<file path="src/rtl/serial_link_pkg.sv">
// Shared types and defaults for the serial link virtual-channel credit layer.
package serial_link_pkg;

  localparam int unsigned DefaultNumVc       = 2;
  localparam int unsigned DefaultNumCredits  = 8;
  localparam int unsigned DefaultVcIdWidth   = (DefaultNumVc > 1) ? $clog2(DefaultNumVc) : 1;
  localparam int unsigned DefaultCreditWidth = $clog2(DefaultNumCredits + 1);

  // Link-level packet header for the default channel configuration.
  typedef struct packed {
    logic [DefaultVcIdWidth-1:0]   vc;
    logic                          cred_only;
    logic [DefaultVcIdWidth-1:0]   cred_vc;
    logic [DefaultCreditWidth-1:0] cred;
  } vc_credit_hdr_t;

endpackage

</file>
<file path="src/rtl/stream_fifo.sv">
// Ready/valid FIFO with synchronous flush; storage is a plain register array.
module stream_fifo #(
  parameter int unsigned DATA_WIDTH = 32,
  parameter int unsigned DEPTH      = 8,
  localparam int unsigned AddrWidth  = (DEPTH > 1) ? $clog2(DEPTH) : 1,
  localparam int unsigned CountWidth = AddrWidth + 1
) (
  input  logic                  clk_i,
  input  logic                  rst_ni,
  input  logic                  flush_i,
  input  logic [DATA_WIDTH-1:0] data_i,
  input  logic                  valid_i,
  output logic                  ready_o,
  output logic [DATA_WIDTH-1:0] data_o,
  output logic                  valid_o,
  input  logic                  ready_i
);

  typedef logic [AddrWidth-1:0] ptr_t;
  localparam ptr_t                  LastPtr   = ptr_t'(DEPTH - 1);
  localparam logic [CountWidth-1:0] FullCount = CountWidth'(DEPTH);

  ptr_t                  rd_ptr_q, rd_ptr_d, wr_ptr_q, wr_ptr_d;
  logic [CountWidth-1:0] count_q, count_d;
  logic [DATA_WIDTH-1:0] mem_q [DEPTH];
  logic                  push, pop;

  always_comb begin
    ready_o  = (count_q != FullCount);
    valid_o  = (count_q != '0);
    push     = valid_i & ready_o;
    pop      = valid_o & ready_i;
    data_o   = mem_q[rd_ptr_q];
    rd_ptr_d = rd_ptr_q;
    wr_ptr_d = wr_ptr_q;
    count_d  = count_q;
    if (push) wr_ptr_d = (wr_ptr_q == LastPtr) ? '0 : wr_ptr_q + 1'b1;
    if (pop)  rd_ptr_d = (rd_ptr_q == LastPtr) ? '0 : rd_ptr_q + 1'b1;
    case ({push, pop})
      2'b10:   count_d = count_q + 1'b1;
      2'b01:   count_d = count_q - 1'b1;
      default: count_d = count_q;
    endcase
  end

  always_ff @(posedge clk_i or negedge rst_ni) begin
    if (!rst_ni) begin
      rd_ptr_q <= '0;
      wr_ptr_q <= '0;
      count_q  <= '0;
    end else if (flush_i) begin
      rd_ptr_q <= '0;
      wr_ptr_q <= '0;
      count_q  <= '0;
    end else begin
      rd_ptr_q <= rd_ptr_d;
      wr_ptr_q <= wr_ptr_d;
      count_q  <= count_d;
    end
  end

  // NOTE: storage has no reset; valid_o masks stale entries, so clearing the pointers suffices.
  always_ff @(posedge clk_i) begin
    if (push) mem_q[wr_ptr_q] <= data_i;
  end

endmodule

</file>
<file path="src/rtl/serial_link_vc_credit_ctrl.sv">
// Credit-based virtual-channel flow controller: round-robin TX muxing with
// piggybacked credit returns, and per-VC RX buffering sized to the credit pool.
module serial_link_vc_credit_ctrl
  import serial_link_pkg::*;
#(
  parameter int unsigned NumVc           = DefaultNumVc,
  parameter int unsigned DataWidth       = 64,
  parameter int unsigned NumCredits      = DefaultNumCredits,
  parameter int          ForceSendThresh = int'(NumCredits) - 4,
  localparam int unsigned VcIdWidth      = (NumVc > 1) ? $clog2(NumVc) : 1,
  localparam int unsigned CreditWidth    = $clog2(NumCredits + 1)
) (
  input  logic                       clk_i,
  input  logic                       rst_i,
  input  logic [NumVc-1:0]           tx_valid_i,
  output logic [NumVc-1:0]           tx_ready_o,
  input  logic [NumVc*DataWidth-1:0] tx_data_i,
  output logic                       out_valid_o,
  input  logic                       out_ready_i,
  output logic [DataWidth-1:0]       out_data_o,
  output logic [VcIdWidth-1:0]       out_vc_o,
  output logic                       out_cred_only_o,
  output logic [VcIdWidth-1:0]       out_cred_vc_o,
  output logic [CreditWidth-1:0]     out_cred_o,
  input  logic                       in_valid_i,
  output logic                       in_ready_o,
  input  logic [DataWidth-1:0]       in_data_i,
  input  logic [VcIdWidth-1:0]       in_vc_i,
  input  logic                       in_cred_only_i,
  input  logic [VcIdWidth-1:0]       in_cred_vc_i,
  input  logic [CreditWidth-1:0]     in_cred_i,
  output logic [NumVc-1:0]           rx_valid_o,
  input  logic [NumVc-1:0]           rx_ready_i,
  output logic [NumVc*DataWidth-1:0] rx_data_o,
  output logic                       overflow_o
);

  typedef logic [CreditWidth-1:0] cred_t;
  typedef logic [VcIdWidth-1:0]   vc_t;

  typedef struct packed {
    vc_t   vc;
    logic  cred_only;
    vc_t   cred_vc;
    cred_t cred;
  } hdr_t;

  localparam cred_t MaxCred    = cred_t'(NumCredits);
  localparam cred_t ThreshCred = cred_t'(ForceSendThresh);
  localparam vc_t   LastVc     = vc_t'(NumVc - 1);

  function automatic vc_t next_vc(input vc_t vc);
    return (vc == LastVc) ? '0 : vc + 1'b1;
  endfunction

  // First requester at or after start, wrapping; start itself when none request.
  function automatic vc_t rr_pick(input logic [NumVc-1:0] req, input vc_t start);
    vc_t  pick;
    vc_t  idx;
    logic found;
    pick  = start;
    idx   = start;
    found = 1'b0;
    for (int i = 0; i < int'(NumVc); i++) begin
      if (!found && req[idx]) begin
        pick  = idx;
        found = 1'b1;
      end
      idx = next_vc(idx);
    end
    return pick;
  endfunction

  cred_t                avail_q [NumVc];
  cred_t                avail_d [NumVc];
  cred_t                pend_q  [NumVc];
  cred_t                pend_d  [NumVc];
  vc_t                  rr_tx_q, rr_tx_d, rr_cred_q, rr_cred_d;
  logic                 out_valid_q, out_valid_d;
  logic [DataWidth-1:0] out_data_q, out_data_d;
  hdr_t                 hdr_q, hdr_d;
  logic                 overflow_q, overflow_d;

  logic [NumVc-1:0] elig, force_req, pend_nz, fifo_push, fifo_ready;
  logic             any_elig, any_force, cred_any, load_en, load;
  vc_t              grant, force_vc, cred_vc;
  cred_t            cred_amt;

  // NOTE: every always_comb output gets a default before any condition, so no latch can be inferred.
  always_comb begin
    for (int v = 0; v < int'(NumVc); v++) begin
      elig[v]      = tx_valid_i[v] && (avail_q[v] != '0);
      force_req[v] = (pend_q[v] >= ThreshCred);
      pend_nz[v]   = (pend_q[v] != '0);
    end
    any_elig  = |elig;
    any_force = |force_req;
    cred_any  = |pend_nz;
    grant     = rr_pick(elig, rr_tx_q);
    force_vc  = '0;
    for (int v = int'(NumVc) - 1; v >= 0; v--) begin
      if (force_req[v]) force_vc = vc_t'(v);
    end
    cred_vc    = any_force ? force_vc : rr_pick(pend_nz, rr_cred_q);
    cred_amt   = cred_any ? pend_q[cred_vc] : '0;
    load_en    = !out_valid_q || out_ready_i;
    load       = !rst_i && load_en && (any_elig || any_force);
    tx_ready_o = '0;
    if (load && any_elig) tx_ready_o[grant] = 1'b1;
  end

  always_comb begin
    avail_d     = avail_q;
    pend_d      = pend_q;
    rr_tx_d     = rr_tx_q;
    rr_cred_d   = rr_cred_q;
    out_valid_d = out_valid_q;
    out_data_d  = out_data_q;
    hdr_d       = hdr_q;
    overflow_d  = overflow_q;
    fifo_push   = '0;

    if (load) begin
      out_valid_d     = 1'b1;
      out_data_d      = '0;
      hdr_d.vc        = any_elig ? grant : '0;
      hdr_d.cred_only = !any_elig;
      hdr_d.cred_vc   = cred_any ? cred_vc : '0;
      hdr_d.cred      = cred_amt;
      for (int v = 0; v < int'(NumVc); v++) begin
        if (any_elig && grant == vc_t'(v)) out_data_d = tx_data_i[v*DataWidth +: DataWidth];
      end
      if (any_elig) rr_tx_d = next_vc(grant);
      if (cred_any) rr_cred_d = next_vc(cred_vc);
    end else if (load_en) begin
      out_valid_d = 1'b0;
    end

    // Same-VC events compose: send and inbound credit on avail, return and drain on pend.
    for (int v = 0; v < int'(NumVc); v++) begin
      if (load && any_elig && grant == vc_t'(v)) avail_d[v] = avail_d[v] - 1'b1;
      if (in_valid_i && in_cred_vc_i == vc_t'(v)) avail_d[v] = avail_d[v] + in_cred_i;
      if (load && cred_any && cred_vc == vc_t'(v)) pend_d[v] = pend_d[v] - cred_amt;
      if (rx_valid_o[v] && rx_ready_i[v]) pend_d[v] = pend_d[v] + 1'b1;
      fifo_push[v] = in_valid_i && !in_cred_only_i && (in_vc_i == vc_t'(v));
      if (fifo_push[v] && !fifo_ready[v]) overflow_d = 1'b1;
    end
  end

  // NOTE: state flops use non-blocking assignments so all of them sample pre-edge values.
  always_ff @(posedge clk_i) begin
    if (rst_i) begin
      avail_q     <= '{default: MaxCred};
      pend_q      <= '{default: '0};
      rr_tx_q     <= '0;
      rr_cred_q   <= '0;
      out_valid_q <= 1'b0;
      out_data_q  <= '0;
      hdr_q       <= '0;
      overflow_q  <= 1'b0;
    end else begin
      avail_q     <= avail_d;
      pend_q      <= pend_d;
      rr_tx_q     <= rr_tx_d;
      rr_cred_q   <= rr_cred_d;
      out_valid_q <= out_valid_d;
      out_data_q  <= out_data_d;
      hdr_q       <= hdr_d;
      overflow_q  <= overflow_d;
    end
  end

  assign out_valid_o     = out_valid_q;
  assign out_data_o      = out_data_q;
  assign out_vc_o        = hdr_q.vc;
  assign out_cred_only_o = hdr_q.cred_only;
  assign out_cred_vc_o   = hdr_q.cred_vc;
  assign out_cred_o      = hdr_q.cred;
  assign in_ready_o      = 1'b1;
  assign overflow_o      = overflow_q;

  for (genvar v = 0; v < NumVc; v++) begin : g_vc
    stream_fifo #(
      .DATA_WIDTH (DataWidth),
      .DEPTH      (NumCredits)
    ) i_rx_fifo (
      .clk_i   (clk_i),
      .rst_ni  (1'b1),
      .flush_i (rst_i),
      .data_i  (in_data_i),
      .valid_i (fifo_push[v]),
      .ready_o (fifo_ready[v]),
      .data_o  (rx_data_o[v*DataWidth +: DataWidth]),
      .valid_o (rx_valid_o[v]),
      .ready_i (rx_ready_i[v])
    );

    a_avail_max: assert property (@(posedge clk_i) disable iff (rst_i) avail_q[v] <= MaxCred);
    a_pend_max:  assert property (@(posedge clk_i) disable iff (rst_i) pend_q[v] <= MaxCred);
  end

  a_out_stable: assert property (@(posedge clk_i) disable iff (rst_i)
    (out_valid_q && !out_ready_i) |=> (out_valid_q && $stable(out_data_q) && $stable(hdr_q)));
  a_thresh_pos: assert property (@(posedge clk_i) ForceSendThresh > 0);

endmodule
</file>
<file path="config.mk">
export PLATFORM = sky130hd
export DESIGN_NAME = serial_link_vc_credit_ctrl
export DESIGN_NICKNAME = d
export VERILOG_FILES = /design/src/rtl/serial_link_pkg.sv /design/src/rtl/stream_fifo.sv /design/src/rtl/serial_link_vc_credit_ctrl.sv
export SDC_FILE = /design/constraint.sdc
export NUM_CORES = 1
export LEC_CHECK = 0
export CORE_ASPECT_RATIO = 0.9
export CORE_MARGIN = 2
export CORE_UTILIZATION = 44
export CTS_BUF_LIST = sky130_fd_sc_hd__clkbuf_2 sky130_fd_sc_hd__clkbuf_4 sky130_fd_sc_hd__clkbuf_8
export CTS_CLUSTER_DIAMETER = 60
export CTS_CLUSTER_SIZE = 30
export DETAILED_ROUTE_END_ITERATION = 7
export GPL_ROUTABILITY_DRIVEN = 0
export SLEW_MARGIN = 20
export SYNTH_ARGS = -nofsm -noshare
export SYNTH_HDL_FRONTEND = slang
export SYNTH_SLANG_ARGS = --single-unit
</file>
<file path="constraint.sdc">
create_clock -name clk_i -period 15.3 [get_ports clk_i]
set_clock_uncertainty 0.15 [all_clocks]
set_input_delay 2.295 -clock clk_i [delete_from_list [all_inputs] [get_ports clk_i]]
set_output_delay 2.295 -clock clk_i [all_outputs]
set_load 0.02 [all_outputs]
</file>
### Yosys cells after proc, flatten, opt, wreduce, memory -nomap -nowiden

Memories as Yosys holds them, arrays and structs flattened. A register that Yosys moved wholly into a read port is not among the register bits.
Index checks and enable logic that the tools add are counted.

| word-level totals | value |
|---|---|
| bits in registers | 111 |
| latch bits | 0 |
| bits in writable memories | 1024 |
| ROM bits | 0 |
| input bits | 207 |
| output and inout port bits | 206 |
| word-level logic and storage cells | 174 |
| memories | 2 |

Memories:

| name | words | width | rd ports | clocked after memory_dff | wr ports | RTL line | RTL |
|---|---|---|---|---|---|---|---|
| g_vc[0].i_rx_fifo.mem_q | 8 | 64 | 1 | 1 | 1 | stream_fifo.sv:25 | `logic [DATA_WIDTH-1:0] mem_q [DEPTH];` |
| g_vc[1].i_rx_fifo.mem_q | 8 | 64 | 1 | 1 | 1 | stream_fifo.sv:25 |  |

| cells by class | value |
|---|---|
| add/subtract/negate cells | 20 |
| multiply operators | 0 |
| div/mod/pow operators | 0 |
| order comparisons | 9 |
| eq/ne operators | 10 |
| shift operators | 0 |
| mux-type cells | 56 |
| bitwise operators | 9 |
| reductions and logical operators | 49 |

Operators by type and width:

| kind | count |
|---|---|
| $mux W64 | 2 |
| $mux W4 | 12 |
| $mux W1 | 30 |
| $logic_and A1 B1 Y1 | 24 |
| $mux W3 | 8 |
| $reduce_bool A4 Y1 | 6 |
| $add A4 B1 Y4 const B | 4 |
| $pmux W4 S2 | 2 |
| $sub A4 B1 Y4 const B | 4 |
| $add A3 B1 Y3 const B | 4 |
| $eq A3 B3 Y1 const B | 4 |
| $lt A1 B2 Y1 const B | 5 |
| $add A4 B4 Y4 | 2 |
| $ge A4 B3 Y1 const B | 2 |
| $logic_not A1 Y1 | 8 |
| $ne A4 B4 Y1 const B | 2 |
| $reduce_bool A2 Y1 | 4 |
| $sub A4 B4 Y4 | 2 |
| $reduce_or A2 Y1 | 3 |
| $add A1 B1 Y1 const B | 4 |
| $and A1 B1 Y1 | 4 |
| $eq A2 B1 Y1 const B | 2 |
| $eq A2 B2 Y1 const B | 2 |
| $not A1 Y1 | 4 |
| 7 further kinds | 9 |

### Logic depth before layout (Yosys ltp)

Gate-level depths: netlist of run 1.

| logic depth | value |
|---|---|
| depth after elaboration | 17 |
| depth in mapped cells | 14 |
| depth with buffers taken out | 14 |

### By module

From an unflattened synthesis of run 1, not the netlist that was laid out.

| second synthesis, totals | value |
|---|---|
| cells, all modules | 2145 |
| area, all modules | 44182.4 um^2 |

By module, submodules not included:

| module | instances | cells each | area an instance (um^2) | sequential area each (um^2) |
|---|---|---|---|---|
| stream_fifo (g_vc[1].i_rx_fifo) | 1 | 828 | 19882.8 | 15625.0 |
| stream_fifo (g_vc[0].i_rx_fifo) | 1 | 823 | 19864.1 | 15625.0 |
| serial_link_vc_credit_ctrl | 1 | 494 | 4435.5 | 1821.7 |

### Least setup slack after synthesis of run 1

OpenSTA, ideal clock, no wires.

| path | value |
|---|---|
| path type | input port to flip-flop |
| start | in in_valid_i |
| end | mem g_vc[1].i_rx_fifo.mem_q[0][0] (netlist bit) (enable) |
| library setup time | 0.647 ns |
| data arrival time | 8.934 ns |
| required time | 14.503 ns |
| setup slack | 5.569 ns |
| stages | 3 |
| path buffers | 0 |
| cells stage by stage | nor2b_1 nand3_1 nor4_1 |

| on the way | value |
|---|---|
| longest elaborated chain between the ends | 5 |

RTL lines:

| element | RTL line | RTL |
|---|---|---|
| start: declaration | serial_link_vc_credit_ctrl.sv:25 | `input logic in_valid_i,` |
| $logic_and A1 B1 Y1 (2 in series) | serial_link_vc_credit_ctrl.sv:145 | `fifo_push[v] = in_valid_i && !in_cred_only_i && (in_vc_i == vc_t'(v));` |
| $and A1 B1 Y1 | stream_fifo.sv:31 | `push = valid_i & ready_o;` |
| $mux W1 | stream_fifo.sv:64 | `if (push) mem_q[wr_ptr_q] <= data_i;` |
| $mux W1 (implied by the code) | stream_fifo.sv:64 |  |
| end: declaration | stream_fifo.sv:25 |  |

No other way between the ends.

### Final worst setup path of run 1

| path | value |
|---|---|
| start | in tx_valid_i[1] |
| end | out tx_ready_o[1] |

| on the way | value |
|---|---|
| longest elaborated chain between the ends | 12 |
| elaborated cells on any way between the ends | 19 |
| those cells by class | order compare (2); mux (9); reduce/logical (8) |

RTL lines:

| element | RTL line | RTL |
|---|---|---|
| start: declaration | serial_link_vc_credit_ctrl.sv:15 | `input logic [NumVc-1:0] tx_valid_i,` |
| $logic_and A1 B1 Y1 (*) | serial_link_vc_credit_ctrl.sv:92 | `elig[v] = tx_valid_i[v] && (avail_q[v] != '0);` |
| $mux W1 (implied by the code) (2 in series) | serial_link_vc_credit_ctrl.sv:65 | `if (!found && req[idx]) begin` |
| $mux W1 | serial_link_vc_credit_ctrl.sv:65 |  |
| $logic_not A1 Y1 | serial_link_vc_credit_ctrl.sv:65 |  |
| $logic_and A1 B1 Y1 | serial_link_vc_credit_ctrl.sv:65 |  |
| $mux W1 | serial_link_vc_credit_ctrl.sv:65 |  |
| $lt A1 B2 Y1 (implied by the code) / $ge A1 B1 Y1 (equally long branches) | serial_link_vc_credit_ctrl.sv:109 | `if (load && any_elig) tx_ready_o[grant] = 1'b1;` |
| $logic_and A1 B1 Y1 (implied by the code) | serial_link_vc_credit_ctrl.sv:109 |  |
| $mux W1 (implied by the code) | serial_link_vc_credit_ctrl.sv:109 |  |
| $demux W1 S1 | serial_link_vc_credit_ctrl.sv:109 |  |
| $mux W2 (*) | serial_link_vc_credit_ctrl.sv:109 |  |
| end: declaration | serial_link_vc_credit_ctrl.sv:16 | `output logic [NumVc-1:0] tx_ready_o,` |

Mark *: on every way between the ends. The rest lies on a longest branch, timed or not. The select of a mux whose other input is x is not followed.

==> metrics.md, run 1 <==
| Metric | Value |
|---|---|
| CTS Buf Count | 83 |
| Syn. warnings | 0 |
| Crit Reg-Reg Endpoint | avail_q[3] |
| Post-route antenna net violation count | 0 |
| Final #Nets | 2,815 |
| Die ar. | 103,100 sq um |
| Endpoints failing setup | 0 |
| RSZ-0062 raised after global routing | no |
| Syn_nets | 2,388 |
| R2R depth | 14 |
| Via count | 21,985 |
| Setup_tns | 0 ns |
| Internal power | 4.916 mW |
| Post-synth EDFFs | 1,024 |
| WHS Endpoint | out_data_o[22] |
| Die Wd | 338.2 um |
| GRT overflow | 0 |
| Flop pwr share | 0.511 |
| # fillers | 7,754 |
| Vias per cell | 5.509 |
| CP endpoint kind | primary output |
| Req. time, crit path | 12.86 ns |
| Psw | 2.004 mW |
| I/O pin cnt | 413 |
| Post-layout min period | 7.136 ns |
| Crit path kind | in2out |
| Final period utilization | 0.4664 |
| CTS Sinks | 1,141 |
| Final Max Slew Viols | 0 |
| Clock slew at reported path FFs | 0.10 ns |
| Cell Area, Synth | 44,220 sq um |
| CTS Buffer Depth | 3 |
| Min-Delay Startpoint | out_data_o[22] |
| Initial DRC Count | 1,640 |
| First-pass DRT Iterations | 5 |
| Hold Path Depth | 2 |
| Pin count of the biggest net entering global routing | 101 |
| Slew HR | 0.2721 |
| Initial antenna violation count | 5 |
| Unique cell type count in the Yosys netlist | 60 |
| Critical-path maximum fanout | 65 |
| Total GRT Usage | 0.1981 |
| Maximum vdd drop | 0.00007641 V |
| CTS Hold Buffers Added | 0 |
| Worst-margin pin slew | 1.092 ns |
| Main synth FF type | edfxtp_1 |
| Non-filler cells, final | 3,991 |
| R2r setup slk | 11.50 ns |
| Pwr Density | 132.6 nW/um^2 |
| Startpoint of the worst register-to-register path | avail_q[4] |
| Leakage | 16.12 nW |
| CORE AREA | 99,780 sq um |
| Area Growth Syn to Fin | 17.99% |
| Post-DP HPWL | 59,190 um |
| Sw Ratio | 0.2896 |
| Asr flop ratio synth | 0 |
| First-pass GRT wire length | 151,900 um |
| H-tree levels | 3 |
| Max Cap Viol | 0 |
| Setup Fix Bufs, Post-CTS | 0 |
| Hold Path Class | reg2reg |
| Clock share of power | 0.274 |
| Crit path DAT | 4.69 ns |
| Startpoint types | input port |
| Initial Util | 0.4431 |
| Rows | 110 |
| Avg WL per Cell | 25.60 um |
| Register area share after synthesis | 0.7484 |
| Status | finished, final reports clean |
| Gate power share | 0.215 |
| Total chip power | 6.920 mW |
| Layout cells sized above 1 | 0.2514 |
| Final hold violations | 0 |
| Synth Register Bits | 1,141 |
| Cells after DPL | 3,830 |
| Cts repair resizes | 0 |
| CTS Root Cell | clkbuf_8 |
| Synth Instances | 2,145 |
| Synth area leader | edfxtp_1 |
| Post-synth top area share | 0.6954 |
| Vias in the first global route | 23,291 |
| CTS tree | done |
| Buffers on Ports | 411 |
| Max Clk Rate | 0.1401 GHz |
| Clock Latency Late Sink | 0.73 ns |
| Residual DRC | 0 |
| Largest cells by area after synthesis | edfxtp_1, mux4_2, dfxtp_1 |
| Syn Area/Cell | 20.61 sq um |
| Die Height | 304.7 um |
| Routed wire length | 102,200 um |
## flip-flops by register name, indices dropped and copies added (netlist names), 4 cells and up, named ones only
signal                   flops
g_vc.i_rx_fifo.wr_ptr_q      6
pend_q                       8
g_vc.i_rx_fifo.mem_q      1024
g_vc.i_rx_fifo.rd_ptr_q      6
out_cred_o                   4
out_data_o                  64
g_vc.i_rx_fifo.count_q       8
avail_q                      8
## Yosys cell counts (all sizes together) (2+ instances only)
cell    count
a31oi       2
o21ai      73
nand2b      8
mux2i       7
a311oi      3
xnor2      16
buf        51
a22oi      65
nor2b       2
nor3       18
nor3b       4
a21o        5
or3b        2
nor4        6
nand3      72
ha         30
fa          6
or3         2
clkbuf     63
inv        28
a21oi      37
xor2       12
edfxtp   1024
mux4      256
or4         2
dfxtp     117
mux2      131
nand2      38
nor2       50
## cell type report
| class | instances | area (sq um) | share of cell area |
|---|---|---|---|
| sequential | 1141 | 33110 | 0.6347 |
| antenna | 6 | 15.01 | 0.0002878 |
| inverter | 28 | 105.1 | 0.002014 |
| tap | 1344 | 1682 | 0.03223 |
| clock buffer | 87 | 1185 | 0.02271 |
| timing repair buffer | 456 | 4484 | 0.08595 |
| multi-input combinational | 862 | 10610 | 0.2033 |
| clock inverter | 67 | 980.9 | 0.01880 |
## stage by stage
step / hold slack, ns / util / cell area (sq um) / setup slack [ns]
final: 0.3128 / 0.5229 / 52180 / 8.164
after global routing: 0.3281 / 0.5229 / 52170 / 7.952
after CTS: 0.3145 / 0.5225 / 52130 / 8.122
after detailed placement: 0.2992 / 0.5008 / 49970 / 8.142
after global placement: 0.2965 / 0.5008 / 49970 / 8.131
after floorplan: 0.3047 / - / 44220 / 5.569
## per-layer routing
| metal | GRT usage | up-vias | share of wire | wire length (um) |
|---|---|---|---|---|
| met4 | 0.04765 | 4 | 0.020 | 2068 |
| met2 | 0.3415 | 613 | 0.51 | 52060 |
| met5 | 0 | - | 0.00027 | 28 |
| met1 | 0.2607 | 11602 | 0.41 | 42380 |
| met3 | 0.03736 | 114 | 0.055 | 5652 |
| li1 | - | 9652 | - | - |
## logic make-up after synthesis
kind of cell,Yosys count,synth area share
DFF,1141,0.7484
muxes,394,0.1655
and+or+nand+nor,208,0.02518
AOI/OAI and AO/OA,193,0.02881
buffers and inverters,142,0.01452
adders and majority gates,37,0.01146
xor gates and xnor gates,29,0.006083
other,1,0.00008481
## worst max-delay path, stage by stage
cell and delay (ns):
clkdlybuf4s50_1 0.60, o311a_2 0.22, buf_4 0.51, nand2_1 0.23, inv_1 0.20, clkdlybuf4s50_1 0.63
## power groups by stage
stage | sequential [mW] | combinational (mW) | clock (mW)
2_1_floorplan | 3.60 | 0.972 | 0
3_3_place_gp | 3.60 | 1.49 | 0
3_5_place_dp | 3.61 | 1.51 | 0
4_1_cts | 3.54 | 1.52 | 1.96
5_1_grt | 3.55 | 1.60 | 2.06
6_report | 3.54 | 1.49 | 1.90
## how the worst max path moves through the flow
| stage | end | slack, ns | from |
|---|---|---|---|
| 2_1_floorplan | g_vc[1].i_rx_fifo.mem_q[0][0] | 5.57 | in_valid_i |
| 3_3_place_gp | tx_ready_o[0] | 8.13 | tx_valid_i[0] |
| 3_5_place_dp | tx_ready_o[0] | 8.14 | tx_valid_i[0] |
| 4_1_cts | tx_ready_o[1] | 8.12 | tx_valid_i[1] |
| 5_1_grt | tx_ready_o[0] | 7.95 | tx_valid_i[0] |
| 6_report | tx_ready_o[1] | 8.16 | tx_valid_i[1] |
## cell usage in the layout (no fill, tap or decap), types with 7 or more instances in the layout
master	count
mux2_2	129
xnor2_1	16
nor3_2	8
nand2_1	35
xor2_1	12
o21ai_0	31
ha_1	30
clkbuf_8	85
nand3_2	20
nor3_1	10
clkdlybuf4s50_1	411
buf_4	43
edfxtp_1	1024
o21ai_2	20
clkinv_8	14
inv_1	25
mux2i_1	7
dfxtp_1	111
inv_16	9
nor2_4	7
a21oi_1	37
inv_12	11
inv_8	11
mux4_2	256
nand2b_1	8
o21ai_1	22
nand3_1	52
nor2_1	42
a22oi_1	65
(Power assumes the default switching activity.)
==> inputs of run 2 (changes only) <==
--- a/config.mk
+++ b/config.mk
@@ -13,6 +13,7 @@
 export CTS_CLUSTER_SIZE = 30
 export DETAILED_ROUTE_END_ITERATION = 7
 export GPL_ROUTABILITY_DRIVEN = 0
+export PLACE_DENSITY = 0.66
 export SLEW_MARGIN = 20
 export SYNTH_ARGS = -nofsm -noshare
 export SYNTH_HDL_FRONTEND = slang
==> constraint.sdc (replaced) <==
create_clock -name clk_i -period 6.1 [get_ports clk_i]
set_clock_uncertainty 0.15 [all_clocks]
set_input_delay 0.915 -clock clk_i [delete_from_list [all_inputs] [get_ports clk_i]]
set_output_delay 0.915 -clock clk_i [all_outputs]
set_load 0.02 [all_outputs]
==> metrics.md, run 2 (same netlist as run 1, synthesis figures left out) <==
| Metric | Value |
|---|---|
| RSZ-0062 raised after global routing | no |
| CTS tree | done |
| Initial DRC Count | 1,609 |
| Buffers on Ports | 411 |
| Commonest non-fill, non-tap cell in the layout | edfxtp_1 |
| Die Height | 304.7 um |
| Vias per cell | 5.509 |
| Status | finished, final reports clean |
| Commonest non-fill, non-tap cells in the layout | edfxtp_1, clkdlybuf4s50_1, mux4_2 |
| Critical path's top delay family | buffers and inverters |
| Post-DP HPWL | 60,210 um |
| Crit path DAT | 3.69 ns |
| Min-Delay Startpoint | out_cred_vc_o |
| Post-layout min period | 4.755 ns |
| Maximum vdd drop | 0.0002420 V |
| Initial antenna violation count | 2 |
| Stages on worst setup path | 4 |
| Crit Reg-Reg Endpoint | pend_q[3] |
| I/O pin cnt | 413 |
| Max reg flops | 1,024 |
| GRT overflow | 0 |
| Final #Nets | 2,821 |
| Avg WL per Cell | 24.94 um |
| Setup Fix Bufs, Post-CTS | 0 |
| Pwr Density | 335.5 nW/um^2 |
| Startpoint types | flip-flop |
| Critical-path maximum fanout | 35 |
| Die Wd | 338.2 um |
| WHS Endpoint | out_cred_vc_o |
| CTS Buffer Depth | 3 |
| Leakage | 16.20 nW |
| Residual DRC | 0 |
| WHS | 0.3134 ns |
| Endpoints failing setup | 0 |
| Hold Path Class | reg2reg |
| Slew HR | 0.3715 |
| Worst-path cell chain | buf_4 -> mux4_2 -> mux2_2 -> clkdlybuf4s50_1 |
| Clock slew at reported path FFs | 0.11 ns |
| First-pass GRT wire length | 148,700 um |
| Clock Latency Late Sink | 0.73 ns |
| CP Buf/Inv Count | 2 |
| Final period utilization | 0.7795 |
| Final Max Slew Viols | 0 |
| Via count | 22,010 |
| Crit path kind | reg2out |
| Final hold violations | 0 |
| First-pass DRT Iterations | 5 |
| Worst path slowest cell | dfxtp_4 |
| Largest Register | g_vc.i_rx_fifo.mem_q |
| CTS Sinks | 1,141 |
| Vias in the first global route | 23,591 |
| Max Cap Viol | 0 |
| CP endpoint kind | primary output |
| Total GRT Usage | 0.1933 |
| Hold Path Depth | 2 |
| Area Growth Syn to Fin | 18.52% |
| Worst-margin pin slew | 0.9428 ns |
| Routed wire length | 99,650 um |
| Cts repair resizes | 0 |
| R2r setup slk | 2.66 ns |
| Post-route antenna net violation count | 0 |
| Startpoint of the worst register-to-register path | pend_q[0] |
| Max Clk Rate | 0.2103 GHz |
| CTS Hold Buffers Added | 0 |
| Total chip power | 17.58 mW |
| Initial Util | 0.4431 |
| CP peak stage delay | 0.91 ns |
| Req. time, crit path | 5.03 ns |
| CTS Root Cell | clkbuf_8 |
| Rows | 110 |
| CTS Buf Count | 84 |
| H-tree levels | 3 |
| CORE AREA | 99,780 sq um |
| Pin count of the biggest net entering global routing | 78 |
| Die ar. | 103,100 sq um |
| Layout cells sized above 1 | 0.2544 |
| R2R depth | 12 |
==> run 2: cell count changes in the layout (fill, tap and decap cells not counted), sizes merged <==
cell / previous run / this run
buf: 45 / 50
bufinv: 3 / 4
clkbuf: 87 / 89
clkinv: 24 / 15
clkinvlp: 3 / 4
diode: 6 / 2
inv: 65 / 73
==> run 2: worst max path at each step <==
stage,start,to,slack (ns)
after global placement,in_valid_i,g_vc[0].i_rx_fifo.mem_q[2][25],1.54
after floorplan,in_valid_i,g_vc[1].i_rx_fifo.mem_q[2][0],-0.48
after detailed placement,in_valid_i,g_vc[0].i_rx_fifo.mem_q[6][25],1.43
after global routing,flip-flop,rx_data_o[53],1.08
final,flip-flop,rx_data_o[14],1.35
after CTS,flip-flop,rx_data_o[14],1.17
==> run 2: cell type report <==
class                           count  area (sq um)
Fill cell                        7713         47370
Sequential cell                  1141         33110
Multi-Input combinational cell    862         10650
Timing Repair Buffer              461          4539
Tap cell                         1344          1682
Clock buffer                       89          1219
Clock inverter                     68          1100
Inverter                           28         105.1
Antenna cell                        2         5.005
==> run 2: tightest hold or removal path: cells and delay by family (launching register included) <==
family	cells	cell delay [ns]
AO/OA/AOI/OAI	1	0.05
flip-flops	1	0.32
AND/OR/NAND/NOR	1	0.05
==> run 2: stage by stage <==
step | std cells | worst slack (ns) | setup TNS (ns) | cell area [sq um] | utilization
finish | 3995 | 1.345 | 0 | 52410 | 0.5252
global route | 3995 | 1.079 | 0 | 52410 | 0.5252
CTS | 3993 | 1.171 | 0 | 52400 | 0.5252
detailed placement | 3836 | 1.429 | 0 | 50090 | 0.5019
global placement | 3836 | 1.543 | 0 | 50090 | 0.5019
floorplan | 2145 | -0.4806 | -153.43 | 44250 | -
==> run 2: layer usage <==
layer	routed length, um	GRT usage
met2	49710	0.3298
met1	40910	0.2511
met5	0	0
met4	2952	0.06146
met3	6068	0.03680
==> run 2: power by group <==
| group | switching [mW] | internal (mW) |
|---|---|---|
| Clock | 3.07 | 1.88 |
| Combinational | 1.81 | 1.92 |
| Sequential | 0.230 | 8.67 |
